## src/rtl/product_accumulator.sv

```systemverilog
// Accumulates N_TERMS 4-bit products per frame and presents the sum on a valid/ready port.
// Define PRODUCT_ACCUMULATOR_SATURATE_EN to clamp SUM on overflow instead of wrapping.
module product_accumulator #(
  parameter int N_TERMS = 8,
  parameter int ACC_W   = 6,
  parameter int CNT_W   = $clog2(N_TERMS + 1)
) (
  input  logic             clk,
  input  logic             rst,
  input  logic             clr,
  input  logic [3:0]       P,
  input  logic             in_valid,
  output logic             in_ready,
  output logic [ACC_W-1:0] SUM,
  output logic [CNT_W-1:0] COUNT,
  output logic             ovf,
  output logic             out_valid,
  input  logic             out_ready
);

  typedef enum logic {S_ACC, S_HOLD} state_e;

  state_e           state_q;
  logic [ACC_W-1:0] sum_q, sum_d;
  logic [CNT_W-1:0] cnt_q, cnt_d;
  logic             ovf_q, ovf_d;
  logic [ACC_W:0]   add_w;
  logic             carry_w, take_w, last_w;

  assign add_w   = {1'b0, sum_q} + {{(ACC_W-3){1'b0}}, P};
  assign carry_w = add_w[ACC_W];
`ifdef PRODUCT_ACCUMULATOR_SATURATE_EN
  assign sum_d   = carry_w ? {ACC_W{1'b1}} : add_w[ACC_W-1:0];
`else
  assign sum_d   = add_w[ACC_W-1:0];
`endif
  assign ovf_d   = ovf_q | carry_w;
  assign cnt_d   = cnt_q + 1'b1;
  assign take_w  = (state_q == S_ACC) && in_valid;
  assign last_w  = (cnt_d == CNT_W'(N_TERMS));

  always_ff @(posedge clk) begin
    if (rst || clr) begin
      state_q <= S_ACC;
      sum_q   <= '0;
      cnt_q   <= '0;
      ovf_q   <= 1'b0;
    end else begin
      case (state_q)
        S_ACC: if (take_w) begin
          sum_q <= sum_d;
          cnt_q <= cnt_d;
          ovf_q <= ovf_d;
          if (last_w) state_q <= S_HOLD;
        end
        // Hand-off starts a fresh frame; in_valid is ignored while holding.
        S_HOLD: if (out_ready) begin
          state_q <= S_ACC;
          sum_q   <= '0;
          cnt_q   <= '0;
          ovf_q   <= 1'b0;
        end
        default: state_q <= S_ACC;
      endcase
    end
  end

  assign in_ready  = (state_q == S_ACC);
  assign out_valid = (state_q == S_HOLD);
  assign SUM       = sum_q;
  assign COUNT     = cnt_q;
  assign ovf       = ovf_q;

endmodule

```

## config.mk

```make
export PLATFORM = sky130hd
export DESIGN_NAME = product_accumulator
export DESIGN_NICKNAME = d
export VERILOG_FILES = /design/src/rtl/product_accumulator.sv
export SDC_FILE = /design/constraint.sdc
export NUM_CORES = 1
export LEC_CHECK = 0
export ABC_AREA = 1
export CORE_MARGIN = 1
export CORE_UTILIZATION = 39
export CTS_CLUSTER_DIAMETER = 60
export DETAILED_ROUTE_END_ITERATION = 6
export GPL_TIMING_DRIVEN = 1
export HOLD_SLACK_MARGIN = 0.03
export PLACE_DENSITY = 0.72
export SLEW_MARGIN = 25
export SYNTH_ARGS = -nofsm -noshare
export SYNTH_HDL_FRONTEND = slang
export SYNTH_SLANG_ARGS = --single-unit
```

## constraint.sdc

```tcl
create_clock -name clk -period 1.4 [get_ports clk]
set_input_delay 0.14 -clock clk [delete_from_list [all_inputs] [get_ports clk]]
set_output_delay 0.14 -clock clk [all_outputs]
set_load 0.01 [all_outputs]
```

# == Yosys cells after proc, flatten, opt, wreduce, memory -nomap -nowiden ==
# Cells that the tools add are included.
# totals
out_inout_bits,13
regBits,12
word_cells,27
# op_classes
muxes,13
n_eq_ne,3
addsub,2
n_reduce_logical,3
n_bitwise,2
# ops
cell,count
$mux 6,2
$pmux 6 s2,1
$mux 4,2
$pmux 4 s2,1
$add 6x4->7,1
$mux 1,5
$add 4x1->4 const B,1
$eq 4x4->1 const B,1
$pmux 1 s2,2
$ne 2x1->1 const B,1
$ne 2x2->1 const B,1
$reduce_and 2->1,1
$logic_and 1x1->1,1
$logic_or 1x1->1,1
$not 1->1,1
$or 1x1->1,1

# == Logic depth before layout (Yosys ltp) ==
# depth
depth_word,5
ltp_mapped,10
mapped_depth_nobuf,10

# == Worst setup path after synthesis ==
# No wires, ideal clock.
# synth_timing
path_type,flip-flop to flip-flop
startpoint,register sum_q[0] (netlist: SUM[0])
endpoint,register ovf_q (netlist: ovf)
setup_ps,110
slack_ps,-53
n_path_buf,0
period_less_slack_ps,1453
arrival_ps,1342
path_stages_with_launch,11
path_cell_list,dfxtp_1 ha_1 fa_1 nand2_1 nand2_1 nand2_1 a21oi_2 nand2_1 nand2_1 nand3_1 inv_1
# synth_via
elab_chain_cells,4
# synth_lines
item,line,source
from (decl),24,"logic [ACC_W-1:0] sum_q, sum_d;"
from (signal assigned),51,sum_q <= sum_d;
$add 6x4->7,30,"assign add_w = {1'b0, sum_q} + {{(ACC_W-3){1'b0}}, P};"
$or 1x1->1,37,assign ovf_d = ovf_q | carry_w;
$mux 1,50,S_ACC: if (take_w) begin
$pmux 1 s2,49,case (state_q)
to (signal assigned),53,ovf_q <= ovf_d;
to (decl),26,"logic ovf_q, ovf_d;"
# Every way passes these cells. The select of a mux whose other input is x is not followed.
# A chain may end at the register's enable or synchronous reset.

# == Worst setup path after layout ==
# layout_timing
startpoint,register sum_q[1] (netlist: SUM[1])
endpoint,output SUM[1]
# layout_rtl
item,line,source
to (decl),14,"output logic [ACC_W-1:0] SUM,"
# No word-level cell between the ends.

==> results.txt <==
----------------------------------------------------
[Cells and area]
  Total Nets Final ... between 100 and 150
  Area Overhead vs Synth ... 45.1%
  Share of cells above drive strength 1 ... between 10% and 20%
  Filler Cells Inserted ... around 160
  Count of antenna diodes in the layout ... 0

[Outcome]
  Outcome ... finished, violations left
  Failing checks ... DRC

[Global routing]
  Combined global-route utilization of all metal layers ... a little under a fifth
  Pin count of the biggest net entering global routing ... 9
  Number of antenna violations at the first check in global routing ... 0
  Number of global-route vias before repair ... 626
  Global route total overflow ... 0
  Global-route wire length before repair ... roughly 2.6 mm

[Pwr]
  Leakage component of the power ... around 0.43 nW
  Maximum vdd drop ... 0.000506 V
  Total Power ... slightly below 700 uW
  Power per Cell Area ... ~690 nW/um^2

[Yosys]
  Leading cell types by count after synthesis ... nand2_1 (27), dfxtp_1 (12), a21oi_1 (11), inv_1 (8), nand3_1 (7)
  Summed instance area of the synthesized netlist ... between 600 and 700 um^2
  Synthesized area per cell ... 7.49 um^2
  Area share of the largest cell type after synthesis ... approximately a third
  Synth area leaders ... dfxtp_1 (35%), nand2_1 (15%), ha_1 (11%)
  Netlist cell types ... 19
  Yosys reg bits ... 12
  Number of enable-type register cells in the synthesized netlist ... 0
  Most numerous cell in the Yosys netlist ... nand2_1
  Top_reg_cell synth ... dfxtp_1
  Count of mapped cells out of synthesis ... a little over 90
  Proportion of register bits with asynchronous set or reset after synthesis ... 0%
  YS warnings ... 0
  Syn Nets ... about 110
  Sequential cell area fraction in the yosys report ... between 30% and 40%
  Synth area leader ... dfxtp_1

[Routing]
  Ratio of routed vias to standard cells ... between 4 and 5
  Top routing layer in use ... met4
  DRC marker count from the first detailed-route iteration ... 16
  First-pass iteration count of the detailed router ... 6
  Routed WL ... between 1 and 1.5 mm
  Routed wire length on met2 ... between 700 and 800 um
  # DRC ... 3
  Wire per inst ... 11.2 um
  Length of routed wiring on met1 ... 668 um
  Vias ... between 600 and 700
  Metal3 WL ... approximately 86 um
  Routed Antenna Nets ... 0

[Clocking]
  # clock sinks ... 12
  Root buffer cell ... clkbuf_4
  CTS tree ... done
  Hold buffer count at CTS ... 0
  Clock buffer depth ... 2
  Clock transition at the registers of the reported paths ... roughly 0.080 ns
  Number of buffers added by the clock tree synthesis step ... 3
  Number of levels in the clock H-tree ... 1
  Worst skew pair latency ... approximately 0.27 ns

[Critical path]
  Biggest fanout along the worst timing path ... 4
  Arr. time, crit path ... 1.24 ns
  Worst Path Buf+Inv ... 1
  Largest stage delay on the critical path ... 0.56 ns
  Worst endpoint required time ... approximately 1.3 ns
  Sort of element at the start of the critical path ... register
  Library cell contributing the largest single delay on the critical path ... clkdlybuf4s50_1
  Critical Path Sink Type ... output port
  Worst path top cell family by delay ... buffers and inverters
  Cells along the critical path ... clkdlybuf4s50_1
  Classification of the worst setup path ... register to output port

[STA]
  Normalized max-slew margin ... between 80 and 90%
  RSZ-0062 raised after global routing ... yes
  Final critical-path required period ... about 1.4 ns
  Number of setup violations in the final report ... 0
  Hold Vio Cnt, Final ... 0
  Maximum operating frequency ... 0.723 GHz
  Clock skew after layout ... just under 0.002 ns
  Worst slew pin tran ... slightly below 0.3 ns
  Fin. max-slew vios ... 0
  Final worst path period share ... 98.7%
  Total negative slack for setup checks ... 0 ns

[Die]
  Std-Cell Core Area ... about 1600 um^2
  Overall die height ... between 40 and 50 um
  Number of rows created at floorplan ... 14
  Die boundary width ... 43.8 um
  Number of top-level design ports ... 22
  Initial Utilization ... between 40% and 50%
  Die Area ... ~1900 um^2

[Place]
  Count of port buffers added during placement ... 21
  HPWL after DPL ... approximately 1.1 mm
  Last weighted congestion value of the routability-driven placer ... between 0.8 and 0.9

[Run]
  Max-cap violation count ... 0

[Hold path]
  Min-Delay Path Class ... input port to register

----------------------------------------------------
layer usage:
| metal | up-vias | global-route usage (%) |
|---|---|---|
| met4 | 0 | 7.50 |
| met5 | - | 0 |
| li1 | 348 | - |
| met3 | 2 | 6.25 |
| met2 | 17 | 30.1 |
| met1 | 287 | 22.1 |
worst min-delay path, delay by kind of cell:
kind,cells,cell delay [ns]
buf+inv,1,0.13
simple gates,1,0.04
fa+ha+maj,1,0.14
compound gates,1,0.12
state kept, by name (all words and copies together), names as in the netlist:
register   flops
ovf            1
COUNT          4
out_valid      1
SUM            6
worst paths after layout:
| kind | startpoint | endpoint | slack [ns] | cells after the start |
|---|---|---|---|---|
| worst max-delay path | SUM[1]$_SDFFE_PP0P_ | SUM[1] | 0.02 | 1 |
| worst min-delay path | P[0] | SUM[0]$_SDFFE_PP0P_ | 0.34 | 4 |
| worst max register to register | SUM[0]$_SDFFE_PP0P_ | ovf$_SDFFE_PP0P_ | 0.02 | 10 |
| worst min register to register | COUNT[3]$_SDFFE_PP0P_ | COUNT[3]$_SDFFE_PP0P_ | 0.48 | 2 |
logic make-up after synthesis:
kind of cell               share of synthesized area, %
DFF                                                35.2
adders and majority gates                          13.9
and+or+nand+nor                                    31.4
xor gates and xnor gates                           1.28
AOI/OAI and AO/OA                                  10.8
buffers and inverters                              7.34
area by class of cell:
cell class	count	area, um^2	share of cell area (%)
multi-input combinational	67	422	42.6
tap	16	20.0	2.02
clock buffer	3	22.5	2.28
timing repair buffer	23	229	23.1
sequential	12	246	24.9
inverter	12	50.0	5.06
cell usage in the layout, fill, tap and decap left out, types with 3 or more instances in the layout:
cell and count:
a21oi_1 11, clkbuf_4 3, clkdlybuf4s50_1 18, dfxtp_1 7, dfxtp_2 5, ha_1 4, inv_1 8, inv_2 3
nand2_1 26, nand3_1 7, nor2_1 4
metrics by stage:
step	util, %	hold WS [ns]	instances	setup WS [ns]	instance area (um^2)
after floorplan	-	0.285	91	0.0220	687
after global routing	62.8	0.373	133	-0.0603	990
final	62.8	0.342	133	0.0175	990
after detailed placement	59.1	0.471	130	-0.281	932
after CTS	61.4	0.483	133	0.00562	968
after global placement	59.1	0.470	130	-0.233	932
power by group:
group / internal [mW] / total [mW] / switching [mW]
clock network: 0.0995 / 0.214 / 0.115
registers: 0.349 / 0.357 / 0.00825
logic: 0.0598 / 0.116 / 0.0559
total: 0.508 / 0.687 / 0.179
timing repair:
item / in CTS / in global routing
endpoints found under the setup margin: 3 / 6
gates resized for setup: 5 / 6
buffers inserted: 0 / 0
Power figures use the tool's default switching activity.
